## config.mk

```make
export PLATFORM = sky130hd
export DESIGN_NAME = sevenseg_capture
export DESIGN_NICKNAME = d
export VERILOG_FILES = /design/src/rtl/sevenseg_capture.sv
export SDC_FILE = /design/constraint.sdc
export NUM_CORES = 1
export LEC_CHECK = 0
export BUFFER_PORTS_ARGS = -buffer_cell sky130_fd_sc_hd__buf_2
export CAP_MARGIN = 40
export CORE_MARGIN = 2
export CORE_UTILIZATION = 60
export DETAILED_ROUTE_END_ITERATION = 16
export PLACE_DENSITY = 0.87
export SETUP_SLACK_MARGIN = 0.05
export SLEW_MARGIN = 15
export SYNTH_ARGS = -nofsm -noshare
export SYNTH_HDL_FRONTEND = slang
export SYNTH_SLANG_ARGS = --single-unit
```

## constraint.sdc

```tcl
create_clock -name clk -period 7.77 [get_ports clk]
set_clock_uncertainty 0.15 [all_clocks]
set_input_delay 1.554 -clock clk [delete_from_list [all_inputs] [get_ports clk]]
set_output_delay 1.554 -clock clk [all_outputs]
set_load 0.1 [all_outputs]
```

## src/rtl/sevenseg_capture.sv

```systemverilog
// Rebuilds the 8 digit patterns shown on a scanned, active-low 7-segment bus.
// Optional SEVENSEG_HEX_DECODE_EN adds per-digit hex glyph decode outputs hex_out/hex_ok.
module sevenseg_capture #(
    parameter int unsigned SETTLE    = 4,
    parameter int unsigned TIMEOUT_W = 20
) (
    input  logic        clk,
    input  logic        rst,
    input  logic [7:0]  an_n,
    input  logic [6:0]  segs_n,
    input  logic        dp_n,
    output logic [55:0] seg_out,
    output logic [7:0]  dp_out,
    output logic [7:0]  digit_upd,
    output logic        frame_done,
    output logic        an_err,
    output logic        stale
`ifdef SEVENSEG_HEX_DECODE_EN
    ,
    output logic [31:0] hex_out,
    output logic [7:0]  hex_ok
`endif
);

    localparam int unsigned NDIG  = 8;
    localparam int unsigned SEG_W = 7;
    localparam int unsigned BUS_W = 16;
    localparam int unsigned CNT_W = $clog2(SETTLE + 1);
    localparam logic [CNT_W-1:0]     SETTLE_C = CNT_W'(SETTLE);
    localparam logic [TIMEOUT_W-1:0] IDLE_MAX = '1;

    logic [BUS_W-1:0]       sync1_q, bus_q, prev_q;
    logic [CNT_W-1:0]       cnt_q, cnt_d;
    logic                   armed_q, armed_d;
    logic [NDIG*SEG_W-1:0]  seg_q, seg_d;
    logic [NDIG-1:0]        dp_q, dp_d;
    logic [NDIG-1:0]        upd_q, upd_d;
    logic [NDIG-1:0]        seen_q, seen_d;
    logic                   frame_q, frame_d;
    logic                   err_q, err_d;
    logic                   stale_q, stale_d;
    logic [TIMEOUT_W-1:0]   idle_q, idle_d;

    logic [7:0]             an_low;
    logic [6:0]             seg_on;
    logic                   changed, settle, onehot;
    logic [NDIG-1:0]        seen_new;

`ifdef SEVENSEG_HEX_DECODE_EN
    logic [4*NDIG-1:0]      hex_q, hex_d;
    logic [NDIG-1:0]        ok_q, ok_d;

    // Returns {valid, nibble} for an active-high gfedcba glyph.
    function automatic logic [4:0] hex_decode(input logic [6:0] p);
        logic [4:0] r;
        case (p)
            7'h3F:   r = {1'b1, 4'h0};
            7'h06:   r = {1'b1, 4'h1};
            7'h5B:   r = {1'b1, 4'h2};
            7'h4F:   r = {1'b1, 4'h3};
            7'h66:   r = {1'b1, 4'h4};
            7'h6D:   r = {1'b1, 4'h5};
            7'h7D:   r = {1'b1, 4'h6};
            7'h07:   r = {1'b1, 4'h7};
            7'h7F:   r = {1'b1, 4'h8};
            7'h6F:   r = {1'b1, 4'h9};
            7'h77:   r = {1'b1, 4'hA};
            7'h7C:   r = {1'b1, 4'hB};
            7'h39:   r = {1'b1, 4'hC};
            7'h5E:   r = {1'b1, 4'hD};
            7'h79:   r = {1'b1, 4'hE};
            7'h71:   r = {1'b1, 4'hF};
            default: r = 5'd0;
        endcase
        return r;
    endfunction
`endif

    // Stability tracking, anode decode and capture next-state.
    always_comb begin
        cnt_d    = cnt_q;
        armed_d  = armed_q;
        seg_d    = seg_q;
        dp_d     = dp_q;
        upd_d    = '0;
        seen_d   = seen_q;
        frame_d  = 1'b0;
        err_d    = 1'b0;
        idle_d   = (idle_q == IDLE_MAX) ? idle_q : idle_q + TIMEOUT_W'(1);
        seen_new = seen_q;
`ifdef SEVENSEG_HEX_DECODE_EN
        hex_d    = hex_q;
        ok_d     = ok_q;
`endif

        an_low  = ~bus_q[15:8];
        seg_on  = ~bus_q[7:1];
        changed = (bus_q != prev_q);
        onehot  = (an_low != 8'd0) && ((an_low & (an_low - 8'd1)) == 8'd0);

        if (changed) begin
            cnt_d   = '0;
            armed_d = 1'b1;
        end else if (cnt_q != SETTLE_C) begin
            cnt_d = cnt_q + CNT_W'(1);
        end

        // One settle event per stable bus value.
        settle = !changed && armed_q && (cnt_d == SETTLE_C);

        if (settle) begin
            armed_d = 1'b0;
            if (onehot) begin
                for (int i = 0; i < NDIG; i++) begin
                    if (an_low[i]) begin
                        seg_d[SEG_W*i +: SEG_W] = seg_on;
                        dp_d[i]                 = ~bus_q[0];
                        upd_d[i]                = 1'b1;
`ifdef SEVENSEG_HEX_DECODE_EN
                        hex_d[4*i +: 4]         = hex_decode(seg_on)[3:0];
                        ok_d[i]                 = hex_decode(seg_on)[4];
`endif
                    end
                end
                idle_d   = '0;
                seen_new = seen_q | upd_d;
                if (seen_new == '1) begin
                    frame_d = 1'b1;
                    seen_d  = '0;
                end else begin
                    seen_d = seen_new;
                end
            end else if (an_low != 8'd0) begin
                err_d = 1'b1;
            end
        end

        stale_d = (idle_d == IDLE_MAX);
    end

    always_ff @(posedge clk or posedge rst) begin
        if (rst) begin
            sync1_q <= '1;
            bus_q   <= '1;
            prev_q  <= '1;
            cnt_q   <= '0;
            armed_q <= 1'b1;
            seg_q   <= '0;
            dp_q    <= '0;
            upd_q   <= '0;
            seen_q  <= '0;
            frame_q <= 1'b0;
            err_q   <= 1'b0;
            stale_q <= 1'b0;
            idle_q  <= '0;
`ifdef SEVENSEG_HEX_DECODE_EN
            hex_q   <= '0;
            ok_q    <= '0;
`endif
        end else begin
            sync1_q <= {an_n, segs_n, dp_n};
            bus_q   <= sync1_q;
            prev_q  <= bus_q;
            cnt_q   <= cnt_d;
            armed_q <= armed_d;
            seg_q   <= seg_d;
            dp_q    <= dp_d;
            upd_q   <= upd_d;
            seen_q  <= seen_d;
            frame_q <= frame_d;
            err_q   <= err_d;
            stale_q <= stale_d;
            idle_q  <= idle_d;
`ifdef SEVENSEG_HEX_DECODE_EN
            hex_q   <= hex_d;
            ok_q    <= ok_d;
`endif
        end
    end

    assign seg_out    = seg_q;
    assign dp_out     = dp_q;
    assign digit_upd  = upd_q;
    assign frame_done = frame_q;
    assign an_err     = err_q;
    assign stale      = stale_q;
`ifdef SEVENSEG_HEX_DECODE_EN
    assign hex_out    = hex_q;
    assign hex_ok     = ok_q;
`endif

endmodule
```

==> run_results.csv, run 1 <==
group,metric,value,unit
worst_setup_path,worst_setup_end_kind,"flip-flop",
global_routing,global_route_wire_length_before_repair,22900,µm
status,status,"complete, no violations",
cells_and_area,area.growth.synth_to_final,17.2,%
logic_synthesis,netlist_area,6090,µm²
cells_and_area,layout-drive-gt1-share,0.301,
logic_synthesis,synth.yosys.seq_area_share,0.647,
logic_synthesis,cells_after_synthesis,523,
flow_run,maxCapViolations,0,
cells_and_area,leading_cell_type_in_the_layout_fill_and_taps_excluded,"sky130_fd_sc_hd__dfrtp_1",
pwr,power_density,230,nW/µm²
route,post_drt_wl_per_cell,18.5,µm
clocking,cts-htree-levels,4,
logic_synthesis,async_flop_share,1.00,
pwr,totalPowerFinal,1.64,mW
route,dr_drc_count,0,
global_routing,antenna_found_initial,0,
global_routing,maximum_number_of_pins_on_one_net_before_global_route_repair,98,
logic_synthesis,synth_top_family_by_area,"compound AO/OA/AOI/OAI gates",
clocking,post_cts.resized_instances,0,
clocking,cts.sink_count,155,
timing,finalMaxSlewViolations,0,
clocking,holdBufCountCts,0,
floorplanning,die-area,11000,µm²
floorplanning,initial_utilization,0.621,
hold_path,worst_hold_path_type,"flip-flop to flip-flop",
global_routing,grt_use_total,0.267,
logic_synthesis,post_synth_adder_cell_area,0.00616,
logic_synthesis,syn-num-nets,544,
route,detail_route.wirelength,14000,µm
clocking,cts_tree,"yes",
route,detailedRoute.firstPassIterationCount,6,
cells_and_area,filler_cell_count,657,
worst_setup_path,critical_path_peak_fanout,75,
clocking,clk_root_buffer_cell,"sky130_fd_sc_hd__clkbuf_8",
floorplanning,die_width,105,µm
logic_synthesis,yosys_register_bits,155,
logic_synthesis,postSynth.topFlopCell,"sky130_fd_sc_hd__dfrtp_1",
worst_setup_path,timing.critical_path.buf_inv,0,
timing,final_hold_viol_count,0,
timing,worst_slew_pin_slew,769,ps
timing,finalCritPeriodShare,0.402,
placement,weighted_congestion_reported_at_the_end_of_routability_driven_placement,0.904,
worst_setup_path,crit_arrival,3370,ps
worst_setup_path,worstPathRequired,8020,ps
placement,port-buffer-count,92,
logic_synthesis,synth_edf_count,0,
logic_synthesis,muxShareOfSynthArea,0.00349,
pwr,vdd_ir_drop_max,0.132,mV
clocking,num_cts_buffers,17,
timing,timing.final.setup_violations,0,
worst_setup_path,critical_path_class,"flip-flop to flip-flop",
clocking,cts.path.max_buffers,2,
global_routing,vias_in_the_first_global_route,4520,
logic_synthesis,post_synth_and_or_nand_nor_area_fraction,0.111,
clocking,clk_pin_slew,60,ps
floorplanning,design.core.area,9820,µm²
worst_setup_path,worstSetupStartpointType,"flip-flop",
cells_and_area,antennaDiodeCount,0,
global_routing,global_route.overflow_total,0,
floorplanning,pin_count,93,
cells_and_area,layout.cells.most_common_list,"sky130_fd_sc_hd__dfrtp_1, sky130_fd_sc_hd__o21ai_1, sky130_fd_sc_hd__buf_2",
timing,period_needed,3120,ps
logic_synthesis,post_synth_xor_area_fraction,0.0417,
route,detail_route.iter0.violations,393,
placement,half_perimeter_wire_length_after_placement,8900,µm
timing,minimum_hold_slack,206,ps
timing,rsz0062_at_grt,"no",
timing,max_freq,321,MHz
logic_synthesis,synth_cell_type_count,48,
worst_setup_path,cpMaxStageDelayCell,"sky130_fd_sc_hd__or4_4",
cells_and_area,finish.net_count,630,
logic_synthesis,yosys_warnings,0,
worst_setup_path,slowest_delay,860,ps
route,final_antenna_net_count,0,
worst_setup_path,timing.critical_path.cells,"xor2_1 -> nor4_2 -> nand4_4 -> or4_4 -> o21ai_0 -> o21ai_1",
clocking,latest_clock_arrival_within_the_worst_skew_pair,530,ps
logic_synthesis,synth-compound-area-share,0.154,
timing,headroom_to_the_max_slew_limit,0.487,
route,vias,4547,
pwr,power.leakage,3.38,nW
floorplanning,rows,36,
logic_synthesis,syn-mean-instance-area,11.7,µm²
worst_setup_path,critPathTopFamily,"simple AND/OR/NAND/NOR gates",
clocking,cts_setup_buffers,0,
floorplanning,die_y,105,µm
route,via_per_inst,6.02,
timing,sum_of_negative_setup_slack,0,ps
[cells by family after synthesis]
logic type,Yosys count
AO/OA/AOI/OAI,172
flip-flops,155
AND/OR/NAND/NOR,118
buffers and inverters,44
XOR/XNOR,29
adder cells (fa/ha/maj),3
multiplexers,2
[final timing paths]
kind / start / end / slack, ps / depth (start not counted)
min: sync1_q[4] / bus_q[4] / 210 / 0
min in group asynchronous: rst / idle_q[18] / 740 / 2
max in group asynchronous: rst / seg_out[25] / 5380 / 4
max: bus_q[14] / seg_out[28] / 4650 / 6
min reg2reg: sync1_q[4] / bus_q[4] / 210 / 0
max reg2reg: bus_q[14] / seg_out[28] / 4650 / 6
[state kept, by name, summed over array words and instances, names as in the netlist]
name	flops
stale	1
bus_q	16
dp_out	8
seen_q	8
cnt_q	3
seg_out	56
armed_q	1
frame_done	1
prev_q	16
an_err	1
sync1_q	16
digit_upd	8
idle_q	20
[metal layers]
metal / track usage / share of wire
met5: 0 / 0
met4: 0.117 / 0.028
met3: 0.0630 / 0.077
met2: 0.419 / 0.49
met1: 0.358 / 0.40
[through the flow]
step	utilization	area, µm²	cells	setup slack [ps]
detailed placement	0.670	6580	722	4570
global route	0.728	7140	755	4560
finish	0.728	7140	755	4650
floorplan	-	6090	523	1970
CTS	0.725	7120	754	4700
global placement	0.669	6570	721	4620
[report_power, final]
| part | internal, mW | total (mW) | switching, mW |
|---|---|---|---|
| combinational | 0.0112 | 0.0372 | 0.0259 |
| sequential | 0.831 | 0.854 | 0.0230 |
| clock | 0.434 | 0.751 | 0.317 |
| total | 1.28 | 1.64 | 0.366 |
[cell type report]
class / count / area [µm²] / area share
multi-input cells: 324 / 1930 / 0.270
clock buffers: 22 / 443 / 0.0620
well taps: 133 / 166 / 0.0233
repair buffers: 95 / 507 / 0.0709
inverters: 16 / 65.1 / 0.00911
flip-flops and latches: 155 / 3940 / 0.551
clock inverters: 10 / 92.6 / 0.0130
[Yosys cell counts, drive strengths merged, types with 3 or more instances]
cell	number	area, µm²
xor2	24	210
o21a	9	67.6
dfstp	49	1290
nor3	9	45.0
o21ai	136	681
and3	5	31.3
nor2	38	150
ha	3	37.5
nand2	24	90.1
xnor2	5	43.8
buf	16	116
dfrtp	106	2650
nand4	10	77.6
o211ai	7	52.6
and2	3	18.8
o22ai	4	25.0
inv	16	60.1
nor4	9	129
a21oi	6	30.0
clkbuf	12	46.3
and4	4	35.0
nand3	7	35.0
(Power assumes the default switching activity.)
==> run 2: changes to the inputs <==
--- a/config.mk
+++ b/config.mk
@@ -5,12 +5,13 @@
 export SDC_FILE = /design/constraint.sdc
 export NUM_CORES = 1
 export LEC_CHECK = 0
+export ABC_AREA = 1
 export BUFFER_PORTS_ARGS = -buffer_cell sky130_fd_sc_hd__buf_2
 export CAP_MARGIN = 40
 export CORE_MARGIN = 2
-export CORE_UTILIZATION = 60
+export CORE_UTILIZATION = 51
 export DETAILED_ROUTE_END_ITERATION = 16
-export PLACE_DENSITY = 0.87
+export PLACE_DENSITY = 0.78
 export SETUP_SLACK_MARGIN = 0.05
 export SLEW_MARGIN = 15
 export SYNTH_ARGS = -nofsm -noshare
==> constraint.sdc (replaced) <==
create_clock -name clk -period 2.71 [get_ports clk]
set_clock_uncertainty 0.15 [all_clocks]
set_input_delay 0.542 -clock clk [delete_from_list [all_inputs] [get_ports clk]]
set_output_delay 0.542 -clock clk [all_outputs]
set_load 0.1 [all_outputs]
==> run_results.csv, run 2 <==
group,metric,value,unit
route,wirelength_met1,6030,µm
global_routing,vias_in_the_first_global_route,4714,
worst_setup_path,critPathTopFamily,"simple AND/OR/NAND/NOR gates",
timing,finalMaxSlewViolations,0,
placement,numPlacedInstances,898,
route,detailedRoute.firstPassIterationCount,4,
route,detail_route.wirelength,14300,µm
worst_setup_path,worstPathRequired,2860,ps
cells_and_area,area.growth.synth_to_final,18.8,%
hold_path,worst_hold_path_type,"input port to flip-flop",
logic_synthesis,syn-mean-instance-area,10.2,µm²
clocking,cts.path.max_buffers,2,
floorplanning,die_width,117,µm
clocking,cts.sink_count,155,
global_routing,maximum_number_of_pins_on_one_net_before_global_route_repair,59,
route,final_antenna_net_count,0,
worst_setup_path,worst_setup_end_kind,"flip-flop",
logic_synthesis,postSynth.topFlopCell,"sky130_fd_sc_hd__dfrtp_1",
worst_setup_path,critical-path-top-cell-by-count,"sky130_fd_sc_hd__nand2_1",
floorplanning,initial_utilization,0.521,
global_routing,antenna_found_initial,0,
logic_synthesis,netlist_area,6550,µm²
logic_synthesis,yosys_register_bits,155,
placement,port-buffer-count,92,
timing,worst_slew_pin_slew,707,ps
logic_synthesis,syn-num-nets,661,
timing,finalCritPeriodShare,0.912,
worst_setup_path,timing.critical_path.buf_inv,2,
logic_synthesis,yosys_warnings,0,
logic_synthesis,synth_top_area_share,0.405,
floorplanning,die_y,117,µm
route,wl_met2,7270,µm
cells_and_area,largest_register_ffs,56,
route,vias,4613,
route,top_signal_layer_used,"met4",
cells_and_area,design_area,7780,µm²
logic_synthesis,synth_top_cells_by_count,"sky130_fd_sc_hd__nand2_1, sky130_fd_sc_hd__dfrtp_1, sky130_fd_sc_hd__inv_1, sky130_fd_sc_hd__o21ai_2, sky130_fd_sc_hd__dfstp_2",
worst_setup_path,critical_path_class,"flip-flop to flip-flop",
clocking,cts_setup_buffers,0,
pwr,vdd_ir_drop_max,0.476,mV
logic_synthesis,yosys.cell_count.top_type,"sky130_fd_sc_hd__nand2_1",
clocking,holdBufCountCts,0,
worst_setup_path,timing.critical_path.cells,"inv_2 -> nand2_1 -> nand2_1 -> nor2_1 -> nand2_1 -> nor2_2 -> nand2_2 -> nor2_8 -> nand4_4 -> clkinv_4 -> nand2_4 -> nand2_1 -> o21ai_2",
pwr,power_density,631,nW/µm²
route,dr_drc_count,0,
status,status,"complete, no violations",
cells_and_area,leading_cell_type_in_the_layout_fill_and_taps_excluded,"sky130_fd_sc_hd__nand2_1",
timing,rsz0062_at_grt,"no",
logic_synthesis,cells_after_synthesis,640,
floorplanning,rows,41,
clocking,cts-htree-levels,4,
timing,final_hold_viol_count,0,
cells_and_area,finish.cell_count_without_fillers,930,
clocking,cts_tree,"yes",
placement,half_perimeter_wire_length_after_placement,9780,µm
placement,weighted_congestion_reported_at_the_end_of_routability_driven_placement,0.942,
worst_setup_path,slowest_delay,590,ps
timing,timing.final.setup_violations,0,
global_routing,global_route_wire_length_before_repair,23500,µm
placement,detailed_place.area,7180,µm²
timing,sum_of_negative_setup_slack,0,ps
logic_synthesis,synth.yosys.seq_area_share,0.602,
cells_and_area,finish.net_count,766,
clocking,latest_clock_arrival_within_the_worst_skew_pair,420,ps
global_routing,global_route.overflow_total,0,
worst_setup_path,cpMaxStageDelayCell,"sky130_fd_sc_hd__dfstp_2",
floorplanning,design.core.area,12600,µm²
timing,headroom_to_the_max_slew_limit,0.528,
route,route.met3.wl,679,µm
cells_and_area,filler_cell_count,1008,
global_routing,grt_use_total,0.217,
clocking,num_cts_buffers,17,
floorplanning,die-area,13800,µm²
route,post_drt_wl_per_cell,15.3,µm
clocking,post_cts.resized_instances,0,
flow_run,maxCapViolations,0,
timing,period_needed,2470,ps
worst_setup_path,crit_arrival,2620,ps
worst_setup_path,critical_path_peak_fanout,18,
logic_synthesis,synth_top_area_cell,"sky130_fd_sc_hd__dfrtp_1",
cells_and_area,antennaDiodeCount,0,
logic_synthesis,synth_cell_type_count,35,
clocking,clk_root_buffer_cell,"sky130_fd_sc_hd__clkbuf_16",
logic_synthesis,synth_edf_count,0,
timing,max_freq,405,MHz
route,detail_route.iter0.violations,291,
route,via_per_inst,4.96,
logic_synthesis,post_synth_main_area_contributors,"sky130_fd_sc_hd__dfrtp_1, sky130_fd_sc_hd__dfstp_2, sky130_fd_sc_hd__nand2_1",
cells_and_area,layout-drive-gt1-share,0.379,
logic_synthesis,async_flop_share,1.00,
clocking,clk_pin_slew,60,ps
cells_and_area,layout.cells.most_common_list,"sky130_fd_sc_hd__nand2_1, sky130_fd_sc_hd__dfrtp_1, sky130_fd_sc_hd__buf_2",
worst_setup_path,worstSetupStartpointType,"flip-flop",
pwr,power.leakage,4.23,nW
floorplanning,pin_count,93,
-- run 2: cell types whose count changed in the layout (fill, tap and decap cells not counted), sizes merged, moves of 10 or more --
cell	previous run	this run
xor2	24	11
nand3	7	17
inv	18	89
o21ai	136	73
buf	95	105
nand2	24	199
-- run 2: worst paths after layout --
| kind | from | to | slack, ps | cells after the start |
|---|---|---|---|---|
| setup / recovery | bus_q[8] | seg_out[53] | 240 | 13 |
| hold / removal | segs_n[0] | sync1_q[1] | 70 | 1 |
| max in group asynchronous | rst | bus_q[5] | 1570 | 3 |
| hold reg to reg | sync1_q[0] | bus_q[0] | 200 | 0 |
| setup reg to reg | bus_q[8] | seg_out[53] | 240 | 13 |
| min in group asynchronous | rst | idle_q[12] | 80 | 2 |
-- run 2: stage by stage --
| step | power (mW) | hold WS [ps] | setup WS, ps | utilization |
|---|---|---|---|---|
| 3_3_place_gp | 2.61 | 196 | 398 | 0.572 |
| 4_1_cts | 4.94 | 57.1 | 269 | 0.618 |
| 5_1_grt | 5.06 | 57.2 | 103 | 0.619 |
| 3_5_place_dp | 2.62 | 197 | 307 | 0.572 |
| 6_report | 4.91 | 68.3 | 238 | 0.619 |
| 2_1_floorplan | 2.55 | 195 | 99.1 | - |
-- run 2: cells by family (layout without fill, tap and decap cells) --
| kind of cell | Yosys count | in the layout | share of synthesized area |
|---|---|---|---|
| compound gates | 88 | 88 | 0.108 |
| xor+xnor | 16 | 16 | 0.0214 |
| simple gates | 272 | 272 | 0.185 |
| fa+ha+maj | 3 | 3 | 0.00573 |
| flops | 155 | 155 | 0.602 |
| buf+inv | 106 | 224 | 0.0780 |
-- run 2: per-layer routing --
layer  GRT usage  vias to the layer above
met5           0                        -
met4      0.0828                        0
met1       0.271                     2264
met2       0.362                      120
met3      0.0574                       23
li1            -                     2206
-- run 2: area by class of cell --
class,instances,area [µm²],area share
Tap cell,172,215,0.0277
Clock inverter,10,104,0.0134
Sequential cell,155,3940,0.507
Multi-Input combinational cell,379,2100,0.271
Inverter,87,335,0.0431
Clock buffer,22,484,0.0622
Timing Repair Buffer,105,596,0.0766
-- run 2: where the power goes --
part | total, mW | switching (mW) | internal [mW]
logic | 0.160 | 0.115 | 0.0447
clock network | 2.33 | 0.952 | 1.38
registers | 2.42 | 0.0351 | 2.38
total | 4.91 | 1.10 | 3.80
==> run 3: changes to the inputs <==
--- a/config.mk
+++ b/config.mk
@@ -7,11 +7,11 @@
 export LEC_CHECK = 0
 export ABC_AREA = 1
 export BUFFER_PORTS_ARGS = -buffer_cell sky130_fd_sc_hd__buf_2
-export CAP_MARGIN = 40
 export CORE_MARGIN = 2
-export CORE_UTILIZATION = 51
+export CORE_UTILIZATION = 57
 export DETAILED_ROUTE_END_ITERATION = 16
-export PLACE_DENSITY = 0.78
+export GPL_TIMING_DRIVEN = 0
+export PLACE_DENSITY = 0.82
 export SETUP_SLACK_MARGIN = 0.05
 export SLEW_MARGIN = 15
 export SYNTH_ARGS = -nofsm -noshare
==> constraint.sdc (replaced) <==
create_clock -name clk -period 2.6 [get_ports clk]
set_clock_uncertainty 0.15 [all_clocks]
set_input_delay 0.52 -clock clk [delete_from_list [all_inputs] [get_ports clk]]
set_output_delay 0.52 -clock clk [all_outputs]
set_load 0.1 [all_outputs]
==> run_results.csv, run 3 (same netlist as run 2, synthesis figures left out) <==
group,metric,value,unit
floorplanning,initial_utilization,0.578,
worst_setup_path,worst_setup_end_kind,"flip-flop",
route,vias,4814,
timing,worst_slew_pin_slew,525,ps
placement,half_perimeter_wire_length_after_placement,9960,µm
floorplanning,design.core.area,11300,µm²
placement,port-buffer-count,92,
global_routing,vias_in_the_first_global_route,4912,
clocking,cts_tree,"yes",
worst_setup_path,worstPathRequired,2780,ps
cells_and_area,layout.cells.most_common_list,"sky130_fd_sc_hd__nand2_1, sky130_fd_sc_hd__dfrtp_1, sky130_fd_sc_hd__buf_2",
clocking,cts-htree-levels,4,
timing,timing.final.setup_violations,0,
timing,sum_of_negative_setup_slack,0,ps
global_routing,grt_use_total,0.253,
timing,final_hold_viol_count,0,
floorplanning,pin_count,93,
cells_and_area,design_area,8230,µm²
timing,rsz0062_at_grt,"yes",
hold_path,worst_hold_path_type,"input port to flip-flop",
clocking,clk_pin_slew,60,ps
route,dr_drc_count,0,
status,status,"complete, no violations",
placement,detailed_place.area,7280,µm²
clocking,cts.sink_count,155,
global_routing,global_route.overflow_total,0,
route,detail_route.iter0.violations,323,
route,final_antenna_net_count,0,
floorplanning,die_width,111,µm
cells_and_area,antennaDiodeCount,0,
worst_setup_path,crit_arrival,2710,ps
route,detailedRoute.firstPassIterationCount,4,
clocking,cts.path.max_buffers,2,
pwr,power_density,621,nW/µm²
worst_setup_path,critical_path.startpoint,"bus_q[6]",
worst_setup_path,r2r_start,"bus_q[6]",
global_routing,maximum_number_of_pins_on_one_net_before_global_route_repair,39,
cells_and_area,largest_register_ffs,56,
clocking,num_cts_buffers,17,
cells_and_area,leading_cell_type_in_the_layout_fill_and_taps_excluded,"sky130_fd_sc_hd__nand2_1",
pwr,vdd_ir_drop_max,0.548,mV
clocking,latest_clock_arrival_within_the_worst_skew_pair,420,ps
global_routing,global_route_wire_length_before_repair,24400,µm
floorplanning,die_y,111,µm
cells_and_area,utilization,0.727,
cells_and_area,finish.net_count,802,
worst_setup_path,critical_path_class,"flip-flop to flip-flop",
timing,max_freq,396,MHz
route,detail_route.wirelength,15100,µm
flow_run,maxCapViolations,0,
timing,finalCritPeriodShare,0.972,
route,via_per_inst,5.14,
floorplanning,rows,39,
cells_and_area,layout-drive-gt1-share,0.412,
hold_path,hold_start,"segs_n[4]",
global_routing,antenna_found_initial,0,
placement,weighted_congestion_reported_at_the_end_of_routability_driven_placement,0.853,
timing,period_needed,2530,ps
clocking,clk_root_buffer_cell,"sky130_fd_sc_hd__clkbuf_16",
route,post_drt_wl_per_cell,16.1,µm
worst_setup_path,worstSetupStartpointType,"flip-flop",
worst_setup_path,critical_path_peak_fanout,10,
floorplanning,die-area,12400,µm²
timing,finalMaxSlewViolations,0,
cells_and_area,area.growth.synth_to_final,25.8,%
timing,headroom_to_the_max_slew_limit,0.653,
pwr,power.leakage,4.40,nW
[run 3: stage by stage]
step / power, mW / setup slack, ps / hold WS, ps / std cells
3_5_place_dp: 2.74 / -77.9 / 197 / 879
3_3_place_gp: 2.71 / -792 / 195 / 875
4_1_cts: 5.10 / 35.9 / 33.5 / 916
2_1_floorplan: 2.66 / 11.1 / 195 / 640
5_1_grt: 5.27 / -43.9 / 29.2 / 937
6_report: 5.11 / 72.5 / 46.1 / 937
[run 3: report_power, final]
part	total (mW)	internal (mW)	switching (mW)
clock network	2.37	1.38	0.995
logic	0.228	0.0846	0.143
registers	2.51	2.48	0.0294
[run 3: final timing paths]
kind                              end  depth (start not counted)  slack (ps)
setup reg to reg            seen_q[5]                         14          70
min in group asynchronous      an_err                          3         530
max in group asynchronous   prev_q[7]                          5         900
setup / recovery            seen_q[5]                         14          70
hold / removal             sync1_q[5]                          1          50
hold reg to reg              bus_q[8]                          0         200
[run 3: worst max-delay path, stage by stage (launching register included)]
cell,delay (ps)
sky130_fd_sc_hd__dfstp_2,560
sky130_fd_sc_hd__buf_12,150
sky130_fd_sc_hd__nand2_1,60
sky130_fd_sc_hd__inv_1,50
sky130_fd_sc_hd__nor2_1,40
sky130_fd_sc_hd__nor2_1,120
sky130_fd_sc_hd__nand2_2,110
sky130_fd_sc_hd__nor2_2,130
sky130_fd_sc_hd__nand2_2,120
sky130_fd_sc_hd__nor2_8,140
sky130_fd_sc_hd__nand4_4,160
sky130_fd_sc_hd__clkinv_8,220
sky130_fd_sc_hd__nand2_8,100
sky130_fd_sc_hd__buf_6,170
sky130_fd_sc_hd__a21oi_1,160
[run 3: repair_timing]
action                     4_1_cts  5_1_grt
hold endpoints to repair        14        0
cloned                           0        0
setup buffers                    4       21
resized for setup                9       35
pin swaps                        3        3
setup endpoints to repair       91       93
hold buffers                     1        0
[run 3: layer usage]
layer | GRT usage | up-vias | wire length [µm]
met5 | 0 | - | 0
met4 | 0.0856 | 0 | 272
met3 | 0.0815 | 23 | 926
met2 | 0.422 | 131 | 7860
met1 | 0.313 | 2388 | 6040
li1 | - | 2272 | -
[run 3: cell type report]
class | instances | area [µm²]
plain buffers | 19 | 272
flip-flops and latches | 155 | 3940
well taps | 143 | 179
clock buffers | 20 | 457
inverters | 87 | 343
fillers | 785 | 3090
clock inverters | 12 | 111
multi-input cells | 379 | 2180
repair buffers | 122 | 753
